File: config.mk
export PLATFORM = sky130hd
export DESIGN_NAME = rst_req_seq_flat
export DESIGN_NICKNAME = d
export VERILOG_FILES = /design/src/rtl/rst_req_seq_if.sv /design/src/rtl/rst_req_seq.sv /design/src/flat_wrapper.sv
export SDC_FILE = /design/constraint.sdc
export NUM_CORES = 1
export LEC_CHECK = 0
export BUFFER_PORTS_ARGS = -buffer_cell sky130_fd_sc_hd__buf_2
export CORE_MARGIN = 5
export CORE_UTILIZATION = 40
export CTS_BUF_LIST = sky130_fd_sc_hd__clkbuf_2
export CTS_CLUSTER_SIZE = 20
export DETAILED_ROUTE_END_ITERATION = 7
export SETUP_SLACK_MARGIN = 0.1
export SYNTH_ARGS = -nofsm -noshare
export SYNTH_HDL_FRONTEND = slang
export SYNTH_SLANG_ARGS = --single-unit
File: constraint.sdc
create_clock -name clk_i -period 2.04 [get_ports clk_i]
set_input_delay 0.306 -clock clk_i [delete_from_list [all_inputs] [get_ports clk_i]]
set_output_delay 0.306 -clock clk_i [all_outputs]
set_load 0.01 [all_outputs]
File: src/rtl/rst_req_seq_if.sv
// Reset request sequencer bus: request causes, downstream acknowledge,
// and the sequencer's registered status outputs.
interface rst_req_seq_if;
  logic       sw_req_i;
  logic       wdt_req_i;
  logic       ack_i;
  logic       rst_req_o;
  logic       busy_o;
  logic [1:0] cause_o;
  logic       timeout_o;

  modport master (
    input  sw_req_i,
    input  wdt_req_i,
    input  ack_i,
    output rst_req_o,
    output busy_o,
    output cause_o,
    output timeout_o
  );

  modport slave (
    output sw_req_i,
    output wdt_req_i,
    output ack_i,
    input  rst_req_o,
    input  busy_o,
    input  cause_o,
    input  timeout_o
  );
endinterface

File: src/rtl/rst_req_seq.sv
// Reset request sequencer: drives a registered reset request through an
// assert / wait-ack / hold / release / wait-ack-low handshake.
module rst_req_seq #(
  parameter int unsigned PulseCycles   = 16,
  parameter int unsigned TimeoutCycles = 1024,
  localparam int unsigned MaxCycles =
    (PulseCycles > TimeoutCycles) ? PulseCycles : TimeoutCycles,
  localparam int unsigned CntWidth = $clog2(MaxCycles + 1)
) (
  input logic           clk_i,
  input logic           rst_i,
  rst_req_seq_if.master bus
);

  localparam logic [1:0] S_IDLE    = 2'd0;
  localparam logic [1:0] S_ASSERT  = 2'd1;
  localparam logic [1:0] S_HOLD    = 2'd2;
  localparam logic [1:0] S_RELEASE = 2'd3;

  localparam logic [1:0] C_POR = 2'b00;
  localparam logic [1:0] C_SW  = 2'b01;
  localparam logic [1:0] C_WDT = 2'b10;

  localparam logic [CntWidth-1:0] TMO_LAST =
    CntWidth'(TimeoutCycles - 1);
  localparam logic [CntWidth-1:0] PULSE_LAST =
    CntWidth'(PulseCycles - 1);

  logic [1:0]          state_q, state_d;
  logic [CntWidth-1:0] cnt_q, cnt_d, cnt_inc;
  logic [1:0]          cause_q, cause_d;
  logic [1:0]          pcause_q, pcause_d;
  logic                pend_q, pend_d;
  logic                tmo_q, tmo_d;
  logic                req_q, busy_q;
  logic                sw, wdt, ack;
  logic                start_wdt, pend_wdt;

  assign sw  = bus.sw_req_i;
  assign wdt = bus.wdt_req_i;
  assign ack = bus.ack_i;

  assign cnt_inc   = (&cnt_q) ? cnt_q : cnt_q + CntWidth'(1);
  assign pend_wdt  = pend_q & (pcause_q == C_WDT);
  assign start_wdt = wdt | pend_wdt;

  always_comb begin
    state_d  = state_q;
    cnt_d    = cnt_q;
    cause_d  = cause_q;
    pcause_d = pcause_q;
    pend_d   = pend_q;
    tmo_d    = tmo_q;
    unique case (state_q)
      S_IDLE: begin
        if (sw | wdt | pend_q) begin
          state_d = S_ASSERT;
          cnt_d   = '0;
          pend_d  = 1'b0;
          cause_d = start_wdt ? C_WDT : C_SW;
        end
      end
      S_ASSERT: begin
        cnt_d = cnt_inc;
        // requests here join the running reset
        if (wdt) cause_d = C_WDT;
        if (ack) begin
          state_d = S_HOLD;
          cnt_d   = '0;
        end else if (cnt_q == TMO_LAST) begin
          tmo_d   = 1'b1;
          state_d = S_HOLD;
          cnt_d   = '0;
        end
      end
      S_HOLD: begin
        cnt_d = cnt_inc;
        if (cnt_q == PULSE_LAST) begin
          state_d = S_RELEASE;
          cnt_d   = '0;
        end
      end
      S_RELEASE: begin
        cnt_d = cnt_inc;
        if (!ack) begin
          state_d = S_IDLE;
          cnt_d   = '0;
        end else if (cnt_q == TMO_LAST) begin
          tmo_d   = 1'b1;
          state_d = S_IDLE;
          cnt_d   = '0;
        end
      end
    endcase
    if (state_q == S_HOLD || state_q == S_RELEASE) begin
      if (wdt) begin
        pend_d   = 1'b1;
        pcause_d = C_WDT;
      end else if (sw) begin
        pend_d = 1'b1;
        if (!pend_wdt) pcause_d = C_SW;
      end
    end
  end

  always_ff @(posedge clk_i or posedge rst_i) begin
    if (rst_i) begin
      state_q  <= S_ASSERT;
      cnt_q    <= '0;
      cause_q  <= C_POR;
      pcause_q <= C_POR;
      pend_q   <= 1'b0;
      tmo_q    <= 1'b0;
      req_q    <= 1'b1;
      busy_q   <= 1'b1;
    end else begin
      state_q  <= state_d;
      cnt_q    <= cnt_d;
      cause_q  <= cause_d;
      pcause_q <= pcause_d;
      pend_q   <= pend_d;
      tmo_q    <= tmo_d;
      req_q    <= (state_d == S_ASSERT) || (state_d == S_HOLD);
      busy_q   <= (state_d != S_IDLE);
    end
  end

  assign bus.rst_req_o = req_q;
  assign bus.busy_o    = busy_q;
  assign bus.cause_o   = cause_q;
  assign bus.timeout_o = tmo_q;

endmodule

File: src/flat_wrapper.sv
// flat-port wrapper written by rule: the top's interface ports become plain ports
module rst_req_seq_flat 
#(
  parameter int unsigned PulseCycles   = 16,
  parameter int unsigned TimeoutCycles = 1024,
  localparam int unsigned MaxCycles =
    (PulseCycles > TimeoutCycles) ? PulseCycles : TimeoutCycles,
  localparam int unsigned CntWidth = $clog2(MaxCycles + 1)
)
  (clk_i, rst_i, bus_sw_req_i, bus_wdt_req_i, bus_ack_i, bus_rst_req_o, bus_busy_o, bus_cause_o, bus_timeout_o);
  rst_req_seq_if bus_i ();
  input logic clk_i;
  input logic rst_i;
  input wire logic [$bits(bus_i.sw_req_i)-1:0] bus_sw_req_i;
  input wire logic [$bits(bus_i.wdt_req_i)-1:0] bus_wdt_req_i;
  input wire logic [$bits(bus_i.ack_i)-1:0] bus_ack_i;
  output wire logic [$bits(bus_i.rst_req_o)-1:0] bus_rst_req_o;
  output wire logic [$bits(bus_i.busy_o)-1:0] bus_busy_o;
  output wire logic [$bits(bus_i.cause_o)-1:0] bus_cause_o;
  output wire logic [$bits(bus_i.timeout_o)-1:0] bus_timeout_o;
  assign bus_i.sw_req_i = bus_sw_req_i;
  assign bus_i.wdt_req_i = bus_wdt_req_i;
  assign bus_i.ack_i = bus_ack_i;
  assign bus_rst_req_o = bus_i.rst_req_o;
  assign bus_busy_o = bus_i.busy_o;
  assign bus_cause_o = bus_i.cause_o;
  assign bus_timeout_o = bus_i.timeout_o;
  rst_req_seq #(.PulseCycles(PulseCycles), .TimeoutCycles(TimeoutCycles)) u_core (.clk_i(clk_i), .rst_i(rst_i), .bus(bus_i));
endmodule
# Word-level counts from Yosys, hierarchy flattened
# Index checks and enable logic that the tools add are counted.
# totals
register_bits,21
input_bits,5
output_inout_bits,5
wordCells,67
# op_classes
addsub,1
eq_ne,13
muxes,30
n_bitwise,4
reduce_logical,11
# op_table
cell,n
11-bit two-way mux,6
11-bit case mux with 4 select lines,1
2-bit two-way mux,12
"11-bit by 1-bit adder with 11-bit output, second input constant",1
"11-bit by 10-bit == test with 1-bit output, second input constant",1
"11-bit by 4-bit == test with 1-bit output, second input constant",1
11-bit AND reduction,1
3-bit AND reduction,3
"2-bit == test, second input constant",4
1-bit two-way mux,8
"2-bit inequality test, second input constant",4
2-bit case mux with 4 select lines,1
2-bit nonzero test,4
"2-bit by 1-bit == test with 1-bit output, second input constant",2
2-bit case mux with 2 select lines,1
1-bit OR,3
2-bit zero test,1
1-bit logical OR,2
"2-bit by 1-bit inequality test with 1-bit output, second input constant",1
1-bit case mux with 2 select lines,1
1-bit bitwise AND,1

# Longest topological paths before layout
# Gate-level depths: netlist (run 1).
# logic_depth
depth_word,7
mapped_depth,7

# Worst setup path before layout (run 1)
# Ideal clock, no wire load.
# synth_timing
path_kind,register to register
start,register u_core.cnt_q[0]
end,register u_core.req_q (netlist: u_core.bus.rst_req_o)
setup_time_ns,0.083
arrival_time_ns,1.828
required_ns,1.957
path_slack_ns,0.128
stages_incl_launch_ff,7
path_buffers,0
synth_period_minus_slack_ns,1.912
cell_sequence,dfrtp_1 > ha_1 > nand3_4 > nor4_4 > a211oi_1 > or3_1 > ha_1
# synth_via
elab_chain_len,6
# synth_rtl
element,line_no,source
from (decl),rst_req_seq.sv:30,"logic [CntWidth-1:0] cnt_q, cnt_d, cnt_inc;"
from (signal assigned),rst_req_seq.sv:118,cnt_q <= cnt_d;
11-bit by 10-bit == test with 1-bit output,"rst_req_seq.sv:70, rst_req_seq.sv:88",
2-bit two-way mux (on tied branches),"rst_req_seq.sv:88, rst_req_seq.sv:70",
2-bit two-way mux (on tied branches),"rst_req_seq.sv:85, rst_req_seq.sv:67",
2-bit case mux with 4 select lines (*),rst_req_seq.sv:54,unique case (state_q)
2-bit by 1-bit == test with 1-bit output or 2-bit == test (tied branches),rst_req_seq.sv:123,req_q <= (state_d == S_ASSERT) || (state_d == S_HOLD);
1-bit logical OR (*),rst_req_seq.sv:123,
to (signal assigned),rst_req_seq.sv:123,
to (decl),rst_req_seq.sv:35,"logic req_q, busy_q;"
# Mark *: on every way between the ends. The rest lies on a longest branch, timed or not.
# A chain may end at the register's enable or synchronous reset.

# Worst setup path in the final report (run 1)
# layout_timing
start,register u_core.cnt_q[0]
end,register u_core.cnt_q[5]
# layout_via
elab_chain_len,5
# layout_rtl
element,line_no,source
11-bit by 1-bit adder with 11-bit output or 11-bit AND reduction (tied branches),rst_req_seq.sv:43,assign cnt_inc = (&cnt_q) ? cnt_q : cnt_q + CntWidth'(1);
11-bit two-way mux,rst_req_seq.sv:43,
11-bit two-way mux,"rst_req_seq.sv:70, rst_req_seq.sv:88",
11-bit two-way mux (on tied branches),"rst_req_seq.sv:85, rst_req_seq.sv:67",
11-bit case mux with 4 select lines (*),rst_req_seq.sv:54,
# Marked as above.

==> results of run 1 <==
[repair_timing]
action / 4_1_cts / 5_1_grt
hold buffers: 1 / 0
endpoints found under the setup margin: 1 / 11
pin swaps: 0 / 2
resized for setup: 1 / 5
buffers inserted: 0 / 1
endpoints found under the hold margin: 18 / 0
[cells in the mapped netlist, drive strengths merged (2+ instances only)]
library cell / count
a21oi: 11
a22o: 2
a31oi: 5
a41oi: 2
and3: 3
buf: 4
dfrtp: 18
dfstp: 3
ha: 2
inv: 7
nand2: 14
nand2b: 3
nand3: 10
nor2: 10
nor3: 3
nor4: 3
o21ai: 8
o31ai: 3
[power by group through the flow]
| stage | clock (µW) | sequential (µW) | combinational (µW) |
|---|---|---|---|
| floorplan | 0 | 624 | 447 |
| global route | 219 | 681 | 780 |
| finish | 182 | 659 | 694 |
| global placement | 0 | 651 | 630 |
| detailed placement | 0 | 660 | 644 |
| CTS | 196 | 650 | 668 |
[worst max path at each step]
stage | endpoint | cells after the start
after floorplan | u_core.bus.rst_req_o | 6
after global placement | u_core.cnt_q[3] | 7
after detailed placement | u_core.cnt_q[3] | 7
after CTS | u_core.cnt_q[3] | 7
after global routing | u_core.cnt_q[4] | 6
final | u_core.cnt_q[5] | 5
[metrics by stage]
| stage | utilization | setup WS, ps | total power [µW] | hold WS, ps | instance area, µm² |
|---|---|---|---|---|---|
| floorplan | - | 128 | 1070 | 280 | 1170 |
| global placement | 0.468 | 181 | 1280 | 348 | 1300 |
| detailed placement | 0.468 | 138 | 1300 | 352 | 1300 |
| CTS | 0.482 | 113 | 1510 | 146 | 1340 |
| global route | 0.493 | 101 | 1680 | 133 | 1370 |
| finish | 0.493 | 187 | 1530 | 185 | 1370 |
[cell type report]
| type | instances | area (µm²) | share of cell area |
|---|---|---|---|
| Tap cell | 31 | 38.8 | 0.0283 |
| Clock buffer | 4 | 20.0 | 0.0146 |
| Inverter | 7 | 26.3 | 0.0192 |
| Multi-Input combinational cell | 93 | 618 | 0.451 |
| Sequential cell | 21 | 529 | 0.386 |
| Timing Repair Buffer | 21 | 138 | 0.100 |
[cells by family (layout without fill, tap and decap cells)]
group                      count (synthesis)  after routing  synth area share
buffers and inverters                     12             32            0.0480
muxes                                      2              2            0.0181
AOI/OAI and AO/OA                         38             38             0.212
DFF                                       21             21             0.451
and+or+nand+nor                           50             50             0.242
adders and majority gates                  2              2            0.0213
xor gates and xnor gates                   1              1           0.00746
[per-layer routing]
layer	GRT usage	up-vias	part of all wire
met4	0.0433	0	0.011
met3	0.0473	4	0.046
met5	0	-	0
met2	0.222	21	0.47
met1	0.191	514	0.47
li1	-	503	-
[flip-flops by register name (all words and copies together), names as in the netlist]
signal                count
u_core.pcause_q           2
u_core.bus.timeout_o      1
u_core.bus.busy_o         1
u_core.bus.cause_o        2
u_core.bus.rst_req_o      1
u_core.state_q            2
u_core.pend_q             1
u_core.cnt_q             11
[critical path: cells and delay by family, from the launching register on]
family / cells / cell delay, ps
fa+ha+maj: 1 / 180
compound gates: 2 / 340
simple gates: 2 / 810
flops: 1 / 440
==> flow_summary.json, run 1 <==
{
  "status": "completed",
  "synth_top_area_frac": 0.384,
  "core_um2": 2780,
  "die_area_um2": 4120,
  "die_h_um": 64.2,
  "grt_max_degree": 22,
  "rows": 19,
  "hold_viol": 0,
  "via_count": 1042,
  "synth-seq-cells": 21,
  "synthCells": 126,
  "synth.distinct_cells": 40,
  "clk_latency_ps": 330,
  "antenna_cells": 0,
  "ir_drop_v": 0.00102,
  "syn_area_um2": 1170,
  "synth_edf_count": 0,
  "swShare": 0.405,
  "setup_violations": 0,
  "seq_area_frac_synth": 0.451,
  "crit_chain": "ha_4, nand3_4, or4_1, a41oi_1, a31oi_1",
  "max_stage_delay_ps": 690,
  "layout_min_cycle_time_ps": 1850,
  "worst-setup-path-type": "flip-flop to flip-flop",
  "power.switching_uw": 621,
  "maxCapViolations": 0,
  "routed_wl_um": 2680,
  "layout-drive-gt1-share": 0.288,
  "avgSynthCellArea_um2": 9.31,
  "place_congestion": 0.857,
  "dr.pass1.iters": 4,
  "wl_per_cell_um": 15.1,
  "cp-startpoint": "u_core.cnt_q[0]",
  "grt.overflow.total": 0,
  "cts.sinks": 21,
  "synthFlopType": "dfrtp_1",
  "reg2reg_depth": 5,
  "pin_count": 10,
  "root_buffer": "clkbuf_2",
  "fin_crit_sh": 0.909,
  "slew_viol_final": 0,
  "clk_pin_slew_ps": 190,
  "die_width_um": 64.2,
  "power.density_nw_per_um2": 1120,
  "syn2layout_area_growth_pct": 16.7,
  "hold_end": "u_core.pcause_q[0]",
  "yosys-top-cells-area": "dfrtp_1 (38%), dfstp_2 (6.7%), a21oi_1 (4.7%), nand2_1 (4.2%), nor2_1 (3.2%)",
  "p_int_uw": 913,
  "dp.cells": 171,
  "clkPwrFrac": 0.118,
  "p_leak_uw": 0.000609,
  "critPathMaxFanout": 8,
  "synthArstFlopShare": 1.00,
  "worstPathRequired_ps": 2280,
  "h-tree-depth": 1,
  "endpoint_kind": "flip-flop",
  "reg2reg_from": "u_core.cnt_q[0]",
  "cp-start-kind": "flip-flop",
  "grt_pass1_wl_um": 4760,
  "final_common_cell": "dfrtp_1",
  "cts_buffer_depth": 2,
  "hp-class": "input pin to flip-flop",
  "track_usage": 0.144,
  "layout_common_cells": "dfrtp_1 (18), nand2_1 (13), buf_4 (11), nor2_1 (10), a21oi_1 (10)",
  "ys_warn_count": 0,
  "synth_nets": 133,
  "port-buffer-count": 9,
  "antenna_found_initial": 0,
  "p_seq_frac": 0.429,
  "min_path_cells": 2,
  "crit_arrival_ps": 2090,
  "grt_pass1_vias": 1024,
  "dp_hpwl_um": 1900,
  "skew_ps": 2.32,
  "drtIter0Drc": 74,
  "fin_cells": 177,
  "via_per_inst": 5.89,
  "n_fill_cell": 272,
  "fmax_ghz": 0.540,
  "ant_nets": 0,
  "drc_errors": 0,
  "slowest_stage": "or4_1",
  "cts_buffers": 3,
  "start_util": 0.422,
  "r2r_end": "u_core.cnt_q[5]",
  "finalSetupTns_ps": 0,
  "timing_worst_slew_pin_value_ps": 612,
  "rsz0062_at_grt": "false",
  "ff2ff_setup_slack_ps": 190,
  "power_frac_comb": 0.452,
  "synth_area_leader_cell": "dfrtp_1",
  "slew_headroom": 0.588,
  "final_nets": 154,
  "cts_tree": "built",
  "hp-start": "bus_wdt_req_i"
}
Note: power is estimated with default switching activity, not from simulation.
==> inputs of run 2 (changes only) <==
CELL_PAD_IN_SITES_DETAIL_PLACEMENT = 1   (was not set)
CELL_PAD_IN_SITES_GLOBAL_PLACEMENT = 2   (was not set)
CORE_UTILIZATION = 34   (was 40)
PLACE_DENSITY_LB_ADDON = 0.1   (was not set)
==> flow_summary.json, run 2 (same netlist as run 1, synthesis figures left out) <==
{
  "reg2reg_depth": 7,
  "crit_arrival_ps": 2120,
  "hp-start": "bus_wdt_req_i",
  "final_common_cell": "dfrtp_1",
  "dp_hpwl_um": 2150,
  "layout_common_cells": "dfrtp_1 (18), nand2_1 (13), a21oi_1 (11), nor2_1 (10)",
  "layout-drive-gt1-share": 0.283,
  "clk_pin_slew_ps": 200,
  "reg2reg_from": "u_core.cnt_q[0]",
  "antenna_cells": 0,
  "via_per_inst": 5.32,
  "place_congestion": 0.756,
  "cp-start-kind": "flip-flop",
  "grt_max_degree": 22,
  "worst-setup-path-type": "flip-flop to flip-flop",
  "power_frac_comb": 0.434,
  "syn2layout_area_growth_pct": 17.2,
  "regMostFlops": "u_core.cnt_q",
  "dr.pass1.iters": 4,
  "cts_tree": "built",
  "preCtsSetupSlack_ps": 145,
  "fmax_ghz": 0.541,
  "cts_buffer_depth": 2,
  "cts.sinks": 21,
  "grt_pass1_wl_um": 4850,
  "cts_buffers": 3,
  "die_width_um": 68.8,
  "drtIter0Drc": 45,
  "finalSetupTns_ps": 0,
  "largest_register_ffs": 11,
  "p_leak_uw": 0.000607,
  "power.switching_uw": 599,
  "swShare": 0.406,
  "root_buffer": "clkbuf_2",
  "die_h_um": 68.8,
  "ff2ff_setup_slack_ps": 190,
  "ir_drop_v": 0.000359,
  "maxCapViolations": 0,
  "core_um2": 3340,
  "ant_nets": 0,
  "clkPwrFrac": 0.122,
  "grt.overflow.total": 0,
  "setup_violations": 0,
  "final_nets": 153,
  "rows": 21,
  "min_path_cells": 2,
  "drc_errors": 0,
  "hold_viol": 0,
  "fin_crit_sh": 0.906,
  "pin_count": 10,
  "antenna_found_initial": 0,
  "port-buffer-count": 9,
  "fin_ws_ps": 192,
  "die_area_um2": 4730,
  "clk_latency_ps": 310,
  "start_util": 0.352,
  "routed_wl_um": 2880,
  "slew_viol_final": 0,
  "timing_worst_slew_pin_value_ps": 602,
  "wl_per_cell_um": 15.1,
  "grt_pass1_vias": 1003,
  "skew_ps": 3.63,
  "status": "completed",
  "slowest_stage": "dfrtp_1",
  "r2r_end": "u_core.bus.rst_req_o",
  "via_count": 1017,
  "rsz0062_at_grt": "true",
  "max_stage_delay_ps": 430,
  "layout_min_cycle_time_ps": 1850,
  "fin_util": 0.412,
  "p_seq_frac": 0.444,
  "slew_headroom": 0.595,
  "hold_end": "u_core.pcause_q[0]",
  "critPathMaxFanout": 7,
  "track_usage": 0.138,
  "endpoint_kind": "flip-flop",
  "power.density_nw_per_um2": 1070,
  "worstPathRequired_ps": 2310,
  "p_int_uw": 876,
  "h-tree-depth": 1,
  "hp-class": "input pin to flip-flop",
  "crit_chain": "ha_2, nand3_4, nor4_4, buf_4, and3_1, or3_1, ha_1"
}
==> run 2: timing repair <==
| action | in CTS | in global routing |
|---|---|---|
| endpoints found under the setup margin | 0 | 9 |
| resized for setup | 0 | 4 |
| buffers inserted | 0 | 1 |
| hold endpoints to repair | 18 | 0 |
| hold buffers | 1 | 0 |
==> run 2: routing by layer <==
metal | up-vias | GRT usage | wire length [µm] | share of wire
li1 | 494 | - | - | -
met1 | 510 | 0.181 | 1360 | 0.47
met2 | 11 | 0.232 | 1430 | 0.50
met3 | 2 | 0.0194 | 74 | 0.026
met4 | 0 | 0.0438 | 16 | 0.0056
met5 | - | 0 | 0 | 0
==> run 2: how the worst max path moves through the flow <==
| stage | from | to | slack, ps | cells after the start |
|---|---|---|---|---|
| finish | u_core.cnt_q[0] | u_core.bus.rst_req_o | 190 | 7 |
| global route | u_core.cnt_q[0] | u_core.bus.rst_req_o | 100 | 7 |
| CTS | u_core.cnt_q[0] | u_core.bus.rst_req_o | 110 | 7 |
| detailed placement | u_core.cnt_q[0] | u_core.bus.rst_req_o | 150 | 7 |
| global placement | u_core.cnt_q[0] | u_core.bus.rst_req_o | 180 | 7 |
| floorplan | u_core.cnt_q[0] | u_core.bus.rst_req_o | 130 | 6 |
==> run 2: final cells by class <==
type | count | area (µm²)
Fill cell | 403 | 1960
Clock buffer | 4 | 20.0
Multi-Input combinational cell | 93 | 599
Inverter | 7 | 26.3
Timing Repair Buffer | 20 | 143
Sequential cell | 21 | 529
Tap cell | 46 | 57.6
==> run 2: worst max-delay path, delay by kind of cell (launching register included) <==
kind	cells	cell delay (ps)
fa+ha+maj	2	500
simple gates	4	710
flops	1	430
buf+inv	1	150
==> run 2: metrics by stage <==
stage          hold slack, ps  total power, µW  area [µm²]  cells
3_5_place_dp              358             1310        1330    185
6_report                  205             1480        1380    191
3_3_place_gp              351             1290        1330    185
5_1_grt                   167             1610        1380    191
2_1_floorplan             280             1070        1170    126
4_1_cts                   161             1510        1360    190
==> run 2: power groups by stage <==
| stage | clock network (µW) | logic (µW) | registers [µW] |
|---|---|---|---|
| 6_report | 180 | 640 | 655 |
| 5_1_grt | 210 | 726 | 678 |
| 4_1_cts | 204 | 650 | 658 |
| 3_5_place_dp | 0 | 645 | 667 |
| 3_3_place_gp | 0 | 626 | 661 |
| 2_1_floorplan | 0 | 447 | 624 |
